$ cat src/rtl/keypad_scanner.sv
// 4x4 matrix keypad scanner: column strobe, 2-flop row sync, press/release debounce.
// Optional auto-repeat while a key is held is enabled by defining KEYPAD_REPEAT_EN.
//
// state    | meaning
// SCAN     | strobing columns, sampling rows on the last dwell cycle
// DEBOUNCE | hit latched, counting consecutive low samples of the latched row
// HELD     | press accepted, waiting for the latched row to go high
// RELEASE  | counting consecutive high samples before resuming the scan
module keypad_scanner #(
  parameter int SCAN_DIV     = 16,
  parameter int DEBOUNCE_CNT = 20000,
  parameter int REPEAT_CNT   = 5000000
) (
  input  logic       Clock,
  input  logic       Reset_n,
  input  logic [3:0] Row,
  output logic [3:0] Col,
  output logic [3:0] Code,
  output logic       Valid
);

  localparam int DWELL_W = (SCAN_DIV > 1) ? $clog2(SCAN_DIV) : 1;
  localparam int DEB_W   = $clog2(DEBOUNCE_CNT + 1);
  localparam logic [DWELL_W-1:0] DWELL_LAST = DWELL_W'(SCAN_DIV - 1);
  localparam logic [DEB_W-1:0]   DEB_LAST   = DEB_W'(DEBOUNCE_CNT - 1);

  if (SCAN_DIV < 4 || DEBOUNCE_CNT < 1 || REPEAT_CNT < 1) begin : g_param_check
    $error("keypad_scanner: illegal parameter value");
  end

  typedef enum logic [1:0] {
    SCAN     = 2'd0,
    DEBOUNCE = 2'd1,
    HELD     = 2'd2,
    RELEASE  = 2'd3
  } state_t;

  state_t             state, state_nxt;
  logic [1:0]         col_idx, col_nxt;
  logic [1:0]         row_idx, row_nxt;
  logic [DWELL_W-1:0] dwell_cnt, dwell_nxt;
  logic [DEB_W-1:0]   deb_cnt, deb_nxt;
  logic [3:0]         code_q, code_nxt;
  logic               valid_q, valid_nxt;
  logic [3:0]         row_s1, row_sync;
  logic               row_hit;
  logic [1:0]         hit_idx;
  logic               row_low;

`ifdef KEYPAD_REPEAT_EN
  localparam int RPT_W = $clog2(REPEAT_CNT + 1);
  localparam logic [RPT_W-1:0] RPT_LAST = RPT_W'(REPEAT_CNT - 1);
  logic [RPT_W-1:0] rpt_cnt, rpt_nxt;
`endif

  always_ff @(posedge Clock or negedge Reset_n) begin
    if (!Reset_n) begin
      row_s1   <= 4'h0;
      row_sync <= 4'h0;
    end else begin
      row_s1   <= Row;
      row_sync <= row_s1;
    end
  end

  // Lowest-index low row wins when several are pressed in the same column.
  always_comb begin
    row_hit = 1'b0;
    hit_idx = 2'd0;
    for (int r = 3; r >= 0; r--) begin
      if (!row_sync[r]) begin
        row_hit = 1'b1;
        hit_idx = 2'(r);
      end
    end
  end

  assign row_low = ~row_sync[row_idx];

  always_ff @(posedge Clock or negedge Reset_n) begin
    if (!Reset_n) begin
      state     <= SCAN;
      col_idx   <= 2'd0;
      row_idx   <= 2'd0;
      dwell_cnt <= '0;
      deb_cnt   <= '0;
      code_q    <= 4'h0;
      valid_q   <= 1'b0;
`ifdef KEYPAD_REPEAT_EN
      rpt_cnt   <= '0;
`endif
    end else begin
      state     <= state_nxt;
      col_idx   <= col_nxt;
      row_idx   <= row_nxt;
      dwell_cnt <= dwell_nxt;
      deb_cnt   <= deb_nxt;
      code_q    <= code_nxt;
      valid_q   <= valid_nxt;
`ifdef KEYPAD_REPEAT_EN
      rpt_cnt   <= rpt_nxt;
`endif
    end
  end

  always_comb begin
    state_nxt = state;
    col_nxt   = col_idx;
    row_nxt   = row_idx;
    dwell_nxt = dwell_cnt;
    deb_nxt   = deb_cnt;
    code_nxt  = code_q;
    valid_nxt = 1'b0;
`ifdef KEYPAD_REPEAT_EN
    rpt_nxt   = rpt_cnt;
`endif
    case (state)
      SCAN: begin
        if (dwell_cnt == DWELL_LAST) begin
          dwell_nxt = '0;
          if (row_hit) begin
            row_nxt   = hit_idx;
            deb_nxt   = '0;
            state_nxt = DEBOUNCE;
          end else begin
            col_nxt = col_idx + 2'd1;
          end
        end else begin
          dwell_nxt = dwell_cnt + 1'b1;
        end
      end
      DEBOUNCE: begin
        if (!row_low) begin
          col_nxt   = col_idx + 2'd1;
          state_nxt = SCAN;
        end else if (deb_cnt == DEB_LAST) begin
          valid_nxt = 1'b1;
          code_nxt  = {row_idx, col_idx};
          deb_nxt   = '0;
          state_nxt = HELD;
`ifdef KEYPAD_REPEAT_EN
          rpt_nxt   = '0;
`endif
        end else begin
          deb_nxt = deb_cnt + 1'b1;
        end
      end
      HELD: begin
        if (!row_low) begin
          deb_nxt   = '0;
          state_nxt = RELEASE;
        end
`ifdef KEYPAD_REPEAT_EN
        else if (rpt_cnt == RPT_LAST) begin
          valid_nxt = 1'b1;
          rpt_nxt   = '0;
        end else begin
          rpt_nxt = rpt_cnt + 1'b1;
        end
`endif
      end
      RELEASE: begin
        if (row_low) begin
          deb_nxt   = '0;
          state_nxt = HELD;
`ifdef KEYPAD_REPEAT_EN
          rpt_nxt   = '0;
`endif
        end else if (deb_cnt == DEB_LAST) begin
          deb_nxt   = '0;
          col_nxt   = col_idx + 2'd1;
          state_nxt = SCAN;
        end else begin
          deb_nxt = deb_cnt + 1'b1;
        end
      end
      default: state_nxt = SCAN;
    endcase
  end

  assign Col   = ~(4'b0001 << col_idx);
  assign Code  = code_q;
  assign Valid = valid_q;

endmodule
$ cat config.mk
export PLATFORM = sky130hd
export DESIGN_NAME = keypad_scanner
export DESIGN_NICKNAME = d
export VERILOG_FILES = /design/src/rtl/keypad_scanner.sv
export SDC_FILE = /design/constraint.sdc
export NUM_CORES = 1
export LEC_CHECK = 0
export ABC_AREA = 1
export CAP_MARGIN = 15
export CORE_UTILIZATION = 50
export DETAILED_ROUTE_END_ITERATION = 12
export PLACE_DENSITY = 0.66
export SLEW_MARGIN = 20
export SYNTH_ARGS = -nofsm -noshare
export SYNTH_HDL_FRONTEND = slang
export SYNTH_SLANG_ARGS = --single-unit
$ cat constraint.sdc
create_clock -name Clock -period 1.79 [get_ports Clock]
set_input_delay 0.358 -clock Clock [delete_from_list [all_inputs] [get_ports Clock]]
set_output_delay 0.358 -clock Clock [all_outputs]
set_load 0.005 [all_outputs]
# Word-level counts from Yosys, hierarchy flattened
# Cells that the tools add are included.
# word_totals
ff_bits	38
latchBits	0
ramBits	0
mem_bits_ro	0
in_bits	6
out_inout_bits	9
wordCells	73
mem_count	0
# op_classes
add_sub_neg	3
multipliers	0
div	0
n_lt_le_gt_ge	1
eq_ne	15
shift	1
mux	35
bitwise_logic	2
reduce_logical	7
# ops
cell	count
$mux W15	6
$pmux W15 S4	1
$mux W2	16
$ne A2 B2 Y1 const B	8
$add A15 B1 Y15 const B	1
$eq A15 B15 Y1 const B	1
$mux W1	8
$pmux W2 S4	1
$ne A3 B3 Y1 const B	2
$pmux W2 S3	1
$reduce_and A3 Y1	2
$reduce_and A6 Y1	1
$reduce_and A5 Y1	1
$add A4 B1 Y4 const B	1
$eq A2 B2 Y1 const B	2
$eq A4 B4 Y1 const B	1
$mux W4	1
$not A4 Y4	1
$reduce_and A4 Y1	1
$shl A1 B2 Y4 const A	1
$lt A2 B3 Y1 const B	1
$reduce_bool A3 Y1	1
$add A2 B1 Y2 const B	1
$bmux W1 S2	1
other kinds (3)	3

# Longest topological paths before layout
# Gate-level depths: netlist of the first run.
# logic_depth
depth_word	7
depth_mapped	12
depth_no_buf	12

# Worst setup path after synthesis of the first run
# No wires, ideal clock.
# synth_path
kind	register to register
start	register deb_cnt[0]
end	register deb_cnt[0]
setup_ns	0.079
arrival_time_ns	1.354
required_time_ns	1.711
slack_ns	0.356
path_stages_with_launch	11
path_buffers	0
synth_period_minus_slack_ns	1.434
path_cell_list	dfrtp_1 ha_1 nand2_2 inv_1 nand2_1 nor2_1 nand2_1 nand3_2 nand2_2 nand2_2 mux2i_1
# synth_via
elab_chain_cells	4
word_cells_on_any_way	6
cone_classes	add/sub: 1; eq/ne: 1; mux: 4
# synth_rtl
element	line	text
start, declared	42	logic [DEB_W-1:0] deb_cnt, deb_nxt;
start signal, assigned	97	deb_cnt <= deb_nxt;
$add A15 B1 Y15 / $eq A15 B15 Y1 (equally long branches)	n/a	
$mux W15 *	136, 169	
$mux W15, on equally long branches	163, 133	
$pmux W15 S4 *	117	case (state)
# Every way passes the cells marked *; elsewhere a longest branch is shown, timed or not. The select of a mux whose other input is x is not followed.
# A chain may end at the register's enable or synchronous reset.

# Worst setup path in the final report of the first run
# layout_path
start	register col_idx[0]
end	output port Col[0]
# layout_via
elab_chain_cells	2
# layout_rtl
element	line	text
start, declared	39	logic [1:0] col_idx, col_nxt;
start signal, assigned	94	col_idx <= col_nxt;
$shl A1 B2 Y4	181	assign Col = ~(4'b0001 << col_idx);
$not A4 Y4	181	
end, declared	17	output logic [3:0] Col,
# No other way between the ends.

==> flow_summary_export.csv, run 1 <==
group,metric,value,unit
setup_path,crit_chain,"inv_2 > buf_4 > ha_1 > inv_1 > dlygate4sd2_1",
logic_synthesis,synth_area_per_cell,7.87,sq um
setup_path,cp_slowest_cell,"dfrtp_1",
timing,post-route-min-period,1.69,ns
final_layout,final_layout_size_suffix_gt1_share,13.8,%
setup_path,rr_worst_depth,10,
global_routing,groute.usage.overall,20.5,%
route,routed_via_density,4.97,
power_and_ir_drop,worst_ir_drop_vdd,0.722,mV
setup_path,required,1.43,ns
route,via_count,1685,
floorplan,start_util,52.1,%
timing,fmaxAchievable,0.591,GHz
final_layout,diodes,0,
route,first_pass_iters,4,
clock_network,clockRootBuffer,"clkbuf_8",
global_routing,grt_pass1_vias,1511,
logic_synthesis,yosysTopAreaCell,"dfrtp_1",
timing,final.setup.tns,0,ns
setup_path,crit_arrival,1.33,ns
floorplan,fp.dieH,66.6,microns
setup_path,path_depth,5,
route,drt_iter0_drc,92,
setup_path,critPathCaptureType,"output pin",
clock_network,cts_tree,"yes",
timing,skew,0.00656,ns
clock_network,ctsHoldBuffers,0,
placement,place_hpwl,2850,microns
floorplan,ios,15,
clock_network,cts_buffers,5,
route,wl,3770,microns
power_and_ir_drop,p_leak,1.19,nW
final_layout,synthToLayoutAreaGrowth,16.0,%
global_routing,grt_max_degree,21,
setup_path,start_kind,"register",
setup_path,endpoint,"Col[0]",
logic_synthesis,synth-seq-cells,38,
setup_path,timing.critical_path.buf_inv,4,
final_layout,fin_nets,302,
timing,finalHoldViolations,0,
setup_path,worstReg2RegEnd,"deb_cnt[12]",
timing,report.final.setup_viol,0,
global_routing,grt_first_pass_wirelength,6670,microns
job,maxCapViolCount,0,
timing,fin_hold_ws,0.0113,ns
setup_path,startpoint,"col_idx[0]",
clock_network,cts_sinks,38,
global_routing,grt.overflow.total,0,
hold_path,hold_path_class,"in -> async",
logic_synthesis,synthTopCellsByArea,"dfrtp_1, nand2_1, inv_1",
clock_network,htreeDepth,2,
clock_network,clk_latency,0.28,ns
route,wire_per_inst,11.1,microns
placement,portBuffers,14,
setup_path,critPathTopFamily,"buffers and inverters",
logic_synthesis,seq_area_frac_synth,45.6,%
timing,worstMarginPinSlew,0.441,ns
setup_path,reg2reg_from,"deb_cnt[0]",
timing,period_share,94.6,%
floorplan,placementRows,23,
final_layout,mostFrequentLayoutCells,"nand2_1, dfrtp_1, inv_1",
global_routing,antenna_found_initial,0,
setup_path,path_max_fanout,4,
power_and_ir_drop,powerDensity,1220,mW/mm^2
final_layout,fill_cells,353,
logic_synthesis,yosys_warnings,0,
logic_synthesis,synth_nets,277,
status,outcome,"completed",
logic_synthesis,syn_area,0.00209,sq mm
final_layout,layout_commonest_cell,"nand2_1",
timing,relSlewSlack,70.6,%
floorplan,die_x,66.6,microns
logic_synthesis,synth_top_area_share,45.6,%
timing,drv_slew,0,
setup_path,slowest_delay,0.41,ns
logic_synthesis,syn_inst,265,
floorplan,die_area,0.00443,sq mm
floorplan,coreArea,0.00400,sq mm
route,drc,0,
setup_path,path_class,"reg -> out",
logic_synthesis,synth_cell_type_count,29,
clock_network,clockBufferDepth,2,
placement,place_congestion,0.935,
route,drtAntennaViolNets,0,
setup_path,r2r_slack,0.16,ns
clock_network,cts.clk_slew.worst_paths,0.07,ns
final cells by class:
type | count | area (sq um) | area share, %
well taps | 50 | 62.6 | 2.59
inverters | 39 | 146 | 6.05
flip-flops and latches | 38 | 951 | 39.3
clock buffers | 6 | 82.6 | 3.41
repair buffers | 22 | 203 | 8.38
multi-input cells | 184 | 975 | 40.3
sequential cells by signal, indices dropped and copies added, names as in the netlist, named ones only:
register	cells
Code	4
dwell_cnt	4
row_s1	4
col_idx	2
state	1
deb_cnt	15
row_sync	4
Valid	1
row_idx	2
worst register-to-register path, cell delays in order, from the launching register on:
cell	delay, ns
dfrtp_1	0.40
ha_1	0.23
nand2_2	0.12
inv_1	0.05
nand2_1	0.07
nor2_1	0.06
nand2_1	0.13
nand3_4	0.11
nand2_4	0.13
nand2_2	0.11
o21ai_1	0.14
where the power goes:
part / switching [W] / total, W / internal (W)
Clock: 0.000261 / 0.000557 / 0.000296
Combinational: 0.000773 / 0.00125 / 0.000475
Sequential: 0.000140 / 0.00114 / 0.000998
Total: 0.00117 / 0.00294 / 0.00177
logic make-up after synthesis:
family	synth area share [%]
DFF	45.6
AOI/OAI and AO/OA	8.94
xor gates and xnor gates	1.26
adders and majority gates	3.60
and+or+nand+nor	31.7
buffers and inverters	8.40
muxes	0.480
per-layer routing:
metal  part of all wire (%)  global-route usage, %  vias up
li1                       -                      -      892
met2                     44                   31.1       32
met4                    1.6                   7.98        0
met1                     51                   27.4      755
met5                      0                      0        -
met3                    3.7                   5.65        6
worst min-delay path by stage:
stage | startpoint | end | slack (ns) | depth (start not counted)
4_1_cts | Reset_n | deb_cnt[5] | 0.03 | 1
6_report | Reset_n | deb_cnt[5] | 0.01 | 1
3_3_place_gp | Reset_n | deb_cnt[5] | 0.33 | 1
3_5_place_dp | Reset_n | deb_cnt[5] | 0.33 | 1
2_1_floorplan | Reset_n | Code[0] | 0.06 | 0
5_1_grt | Reset_n | deb_cnt[14] | 0.04 | 1
repair_timing:
| action | CTS | global route |
|---|---|---|
| endpoints found under the hold margin | 0 | 0 |
| buffers inserted | 5 | 0 |
| pin swaps | 0 | 1 |
| setup endpoints to repair | 4 | 7 |
| resized for setup | 7 | 2 |
metrics by stage:
step / setup slack (ns) / instance area (sq um) / total power [W] / cells / util (%)
floorplan: 0.356 / 2090 / 0.00202 / 265 / -
global placement: 0.141 / 2290 / 0.00232 / 328 / 57.2
detailed placement: 0.127 / 2290 / 0.00233 / 328 / 57.2
CTS: 0.0895 / 2410 / 0.00295 / 339 / 60.2
global route: -0.00000222 / 2420 / 0.00319 / 339 / 60.5
finish: 0.0975 / 2420 / 0.00294 / 339 / 60.5
synthesized netlist by cell type (all sizes together):
cell    instances
a211oi          3
a21oi           7
and3            1
buf             4
dfrtp          38
ha              6
inv            39
mux2i           1
nand2          84
nand3          20
nand4           5
nor2           26
nor3            4
o211ai          1
o21ai          22
o21bai          1
xor2            3
Note: power is estimated with default switching activity, not from simulation.
==> run 2, diff against run 1 <==
==> constraint.sdc (replaced) <==
create_clock -name Clock -period 2.2 [get_ports Clock]
set_input_delay 0.44 -clock Clock [delete_from_list [all_inputs] [get_ports Clock]]
set_output_delay 0.44 -clock Clock [all_outputs]
set_load 0.005 [all_outputs]
==> flow_summary_export.csv, run 2 (same netlist as run 1, synthesis figures left out) <==
group,metric,value,unit
setup_path,slowest_delay,0.49,ns
final_layout,fin_nets,294,
setup_path,required,1.76,ns
setup_path,r2r_slack,0.49,ns
floorplan,die_area,0.00443,sq mm
power_and_ir_drop,power.switching,0.000983,W
clock_network,htreeDepth,2,
timing,report.final.setup_viol,0,
route,via_count,1669,
placement,portBuffers,14,
clock_network,cts.clk_slew.worst_paths,0.08,ns
power_and_ir_drop,p_clk_share,27.7,%
timing,worstMarginPinSlew,0.817,ns
setup_path,crit_chain,"inv_1 > ha_1 > inv_1 > clkdlybuf4s50_1",
global_routing,antenna_found_initial,0,
final_layout,regMostFlops,"deb_cnt",
clock_network,cts_tree,"yes",
floorplan,coreArea,0.00400,sq mm
power_and_ir_drop,p_leak,1.18,nW
timing,post-route-min-period,1.98,ns
global_routing,grt_max_degree,39,
floorplan,fp.dieH,66.6,microns
clock_network,post_cts_buffers,0,
timing,fmaxAchievable,0.504,GHz
floorplan,ios,15,
global_routing,grt_first_pass_wirelength,6900,microns
setup_path,crit_arrival,1.54,ns
power_and_ir_drop,worst_ir_drop_vdd,0.578,mV
setup_path,path_max_fanout,4,
clock_network,clk_latency,0.30,ns
final_layout,layout_commonest_cell,"nand2_1",
clock_network,cts_resized,0,
route,first_pass_iters,4,
route,wire_per_inst,11.8,microns
hold_path,hold_path_class,"in -> async",
final_layout,largest_reg_flops,15,
power_and_ir_drop,internal_power,0.00159,W
route,drc,0,
global_routing,grt.overflow.total,0,
placement,place_hpwl,2940,microns
placement,place_congestion,0.888,
final_layout,diodes,0,
clock_network,ctsHoldBuffers,0,
setup_path,start_kind,"register",
timing,finalHoldViolations,0,
floorplan,placementRows,23,
floorplan,start_util,52.1,%
status,outcome,"completed",
timing,fin_hold_ws,0.221,ns
route,drtAntennaViolNets,0,
setup_path,path_class,"reg -> out",
power_and_ir_drop,seq_power_share,36.4,%
setup_path,timing.critical_path.buf_inv,3,
setup_path,worstReg2RegEnd,"deb_cnt[13]",
route,drt_iter0_drc,108,
timing,relSlewSlack,45.6,%
power_and_ir_drop,combPwrFrac,35.9,%
timing,skew,0.00722,ns
global_routing,groute.usage.overall,21.2,%
setup_path,reg2reg_from,"deb_cnt[0]",
job,maxCapViolCount,0,
setup_path,cpMostUsedCell,"inv_1",
global_routing,grt_pass1_vias,1535,
route,wl,3940,microns
floorplan,die_x,66.6,microns
power_and_ir_drop,swShare,38.2,%
clock_network,clockBufferDepth,2,
power_and_ir_drop,powerDensity,1070,mW/mm^2
timing,rsz0062_at_grt,"no",
final_layout,synthToLayoutAreaGrowth,14.7,%
setup_path,rr_worst_depth,10,
final_layout,final_layout_size_suffix_gt1_share,11.0,%
timing,final.setup.tns,0,ns
route,routed_via_density,5.01,
timing,drv_slew,0,
clock_network,cts_sinks,38,
setup_path,critPathTopFamily,"buffers and inverters",
setup_path,cp_slowest_cell,"clkdlybuf4s50_1",
timing,period_share,90.1,%
clock_network,cts_buffers,5,
setup_path,critPathCaptureType,"output pin",
clock_network,clockRootBuffer,"clkbuf_8",
final_layout,mostFrequentLayoutCells,"nand2_1, dfrtp_1, inv_1",
[run 2: metal layers]
| layer | vias up | track usage [%] | routed length, microns |
|---|---|---|---|
| met1 | 750 | 28.2 | 1930 |
| met4 | 0 | 8.78 | 68 |
| met5 | - | 0 | 0 |
| met3 | 9 | 6.68 | 184 |
| met2 | 40 | 31.7 | 1750 |
| li1 | 870 | - | - |
[run 2: per-stage QoR]
step                setup WS [ns]  instance area [sq um]  cells  power [W]  util, %
floorplan                   0.766                   2090    265    0.00165        -
global placement            0.532                   2250    325    0.00185     56.4
detailed placement          0.521                   2250    325    0.00187     56.4
CTS                         0.192                   2390    333    0.00259     59.8
global route                0.102                   2390    333    0.00277     59.8
finish                      0.218                   2390    333    0.00257     59.8
[run 2: final cells by class]
class / instances / area, sq um
clock buffer: 5 / 68.8
clock inverter: 3 / 68.8
fill: 379 / 1610
inverter: 39 / 146
multi-input combinational: 184 / 960
sequential: 38 / 951
tap: 50 / 62.6
timing repair buffer: 14 / 135
[run 2: worst register-to-register path: cells and delay by family, from the launching register on]
kind	cells	cell delay [ns]
compound gates	1	0.15
fa+ha+maj	1	0.24
simple gates	7	0.77
buf+inv	1	0.05
flops	1	0.42
[run 2: how the worst max path moves through the flow]
| stage | startpoint | endpoint | cells past startpoint | slack, ns |
|---|---|---|---|---|
| final | col_idx[0] | Col[0] | 4 | 0.22 |
| after global routing | col_idx[0] | Col[0] | 4 | 0.10 |
| after CTS | col_idx[0] | Col[0] | 4 | 0.19 |
| after detailed placement | deb_cnt[0] | register | 10 | 0.52 |
| after global placement | col_idx[0] | Col[0] | 4 | 0.53 |
| after floorplan | deb_cnt[0] | deb_cnt[0] | 10 | 0.77 |
[run 2: power groups by stage]
stage | combinational, W | sequential, W | clock (W)
detailed placement | 0.000923 | 0.000950 | 0
finish | 0.000923 | 0.000935 | 0.000712
CTS | 0.000924 | 0.000937 | 0.000727
global route | 0.00105 | 0.000957 | 0.000760
floorplan | 0.000763 | 0.000884 | 0
global placement | 0.000904 | 0.000947 | 0
==> run 3, diff against run 2 <==
--- a/config.mk
+++ b/config.mk
@@ -7,6 +7,7 @@
 export LEC_CHECK = 0
 export ABC_AREA = 1
 export CAP_MARGIN = 15
+export CORE_MARGIN = 8
 export CORE_UTILIZATION = 50
 export DETAILED_ROUTE_END_ITERATION = 12
 export PLACE_DENSITY = 0.66
==> flow_summary_export.csv, run 3 (same netlist as run 1, synthesis figures left out) <==
group,metric,value,unit
floorplan,start_util,52.1,%
placement,portBuffers,14,
job,maxCapViolCount,0,
final_layout,mostFrequentLayoutCells,"nand2_1, dfrtp_1, inv_1",
power_and_ir_drop,combPwrFrac,37.7,%
clock_network,cts.clk_slew.worst_paths,0.08,ns
clock_network,ctsHoldBuffers,0,
power_and_ir_drop,seq_power_share,37.9,%
clock_network,cts_tree,"yes",
status,outcome,"completed",
floorplan,coreArea,0.00400,sq mm
final_layout,layout_commonest_cell,"nand2_1",
power_and_ir_drop,p_leak,1.16,nW
power_and_ir_drop,p_clk_share,24.5,%
global_routing,grt_busiest_layer,"met2",
clock_network,clk_latency,0.29,ns
timing,period_share,89.2,%
clock_network,clockRootBuffer,"clkbuf_8",
global_routing,grt.overflow.total,0,
setup_path,worstReg2RegEnd,"deb_cnt[2]",
route,wl,4000,microns
placement,place_hpwl,2940,microns
timing,worstMarginPinSlew,0.820,ns
route,drt_iter0_drc,81,
route,wire_per_inst,12.0,microns
floorplan,die_area,0.00649,sq mm
hold_path,hold_path_class,"in -> async",
route,drc,0,
floorplan,placementRows,23,
floorplan,die_x,80.6,microns
final_layout,fin_nets,294,
global_routing,groute.usage.overall,13.5,%
setup_path,path_class,"reg -> out",
power_and_ir_drop,worst_ir_drop_vdd,0.520,mV
setup_path,crit_arrival,1.52,ns
global_routing,grt_pass1_vias,1500,
power_and_ir_drop,power.switching,0.000992,W
global_routing,grt_max_degree,39,
power_and_ir_drop,swShare,40.3,%
final_layout,final_layout_size_suffix_gt1_share,11.0,%
setup_path,reg2reg_from,"dwell_cnt[0]",
final_layout,diodes,0,
timing,finalHoldViolations,0,
clock_network,cts_buffers,5,
setup_path,startpoint,"col_idx[0]",
timing,relSlewSlack,45.3,%
setup_path,r2r_slack,0.53,ns
timing,report.final.setup_viol,0,
power_and_ir_drop,powerDensity,1040,mW/mm^2
clock_network,post_cts_buffers,0,
clock_network,cts_sinks,38,
placement,place_congestion,0.877,
timing,post-route-min-period,1.96,ns
floorplan,fp.dieH,80.6,microns
timing,drv_slew,0,
timing,fin_hold_ws,0.234,ns
clock_network,cts_resized,0,
final_layout,largest_reg_flops,15,
global_routing,met3_usage,3.79,%
final_layout,regMostFlops,"deb_cnt",
global_routing,grtUsageMet2,20.0,%
timing,rsz0062_at_grt,"no",
setup_path,path_max_fanout,4,
final_layout,synthToLayoutAreaGrowth,13.6,%
final_layout,fill_cells,367,
power_and_ir_drop,internal_power,0.00147,W
floorplan,ios,15,
timing,skew,0.00538,ns
global_routing,grtUsageMet1,18.0,%
setup_path,required,1.76,ns
setup_path,critPathCaptureType,"output pin",
timing,fmaxAchievable,0.509,GHz
setup_path,start_kind,"register",
route,via_count,1662,
clock_network,clockBufferDepth,2,
route,routed_via_density,4.99,
clock_network,htreeDepth,2,
global_routing,antenna_found_initial,0,
global_routing,grt_first_pass_wirelength,6920,microns
route,drtAntennaViolNets,0,
timing,final.setup.tns,0,ns
setup_path,rr_worst_depth,8,
route,first_pass_iters,4,
[run 3: power groups by stage]
stage / logic, W / clock network (W) / registers [W]
detailed placement: 0.000930 / 0 / 0.000945
global placement: 0.000918 / 0 / 0.000945
CTS: 0.000933 / 0.000619 / 0.000932
global route: 0.00105 / 0.000652 / 0.000951
finish: 0.000928 / 0.000602 / 0.000932
floorplan: 0.000763 / 0 / 0.000884
[run 3: final cells by class]
class                   instances  area (sq um)  area share, %
multi-input cells             184           960           40.5
flip-flops and latches         38           951           40.1
inverters                      39           146           6.18
repair buffers                 14           135           5.71
clock buffers                   5          68.8           2.91
well taps                      50          62.6           2.64
clock inverters                 3          45.0           1.90
[run 3: metrics by stage]
stage | instances | instance area [sq um] | setup slack, ns | util [%] | power, W
floorplan | 265 | 2090 | 0.766 | - | 0.00165
global placement | 325 | 2250 | 0.565 | 56.4 | 0.00186
detailed placement | 325 | 2250 | 0.548 | 56.4 | 0.00187
CTS | 333 | 2370 | 0.226 | 59.2 | 0.00248
global route | 333 | 2370 | 0.149 | 59.2 | 0.00266
finish | 333 | 2370 | 0.237 | 59.2 | 0.00246
[run 3: worst max-delay path, cell delays in order (launching register included)]
cell and delay [ns]:
dfrtp_1 0.39, inv_1 0.11, ha_1 0.20, inv_1 0.05, clkdlybuf4s50_1 0.49
[run 3: worst max path at each step]
stage | cells after the start | to | slack [ns]
3_3_place_gp | 4 | Col[1] | 0.56
5_1_grt | 4 | Col[0] | 0.15
4_1_cts | 4 | Col[0] | 0.23
6_report | 4 | Col[0] | 0.24
2_1_floorplan | 10 | deb_cnt[0] | 0.77
3_5_place_dp | 8 | deb_cnt[2] | 0.55
[run 3: routing by layer]
layer / wire length [microns] / up-vias
li1: - / 879
met1: 1960 / 746
met2: 1710 / 32
met3: 266 / 5
met4: 60 / 0
met5: 0 / -
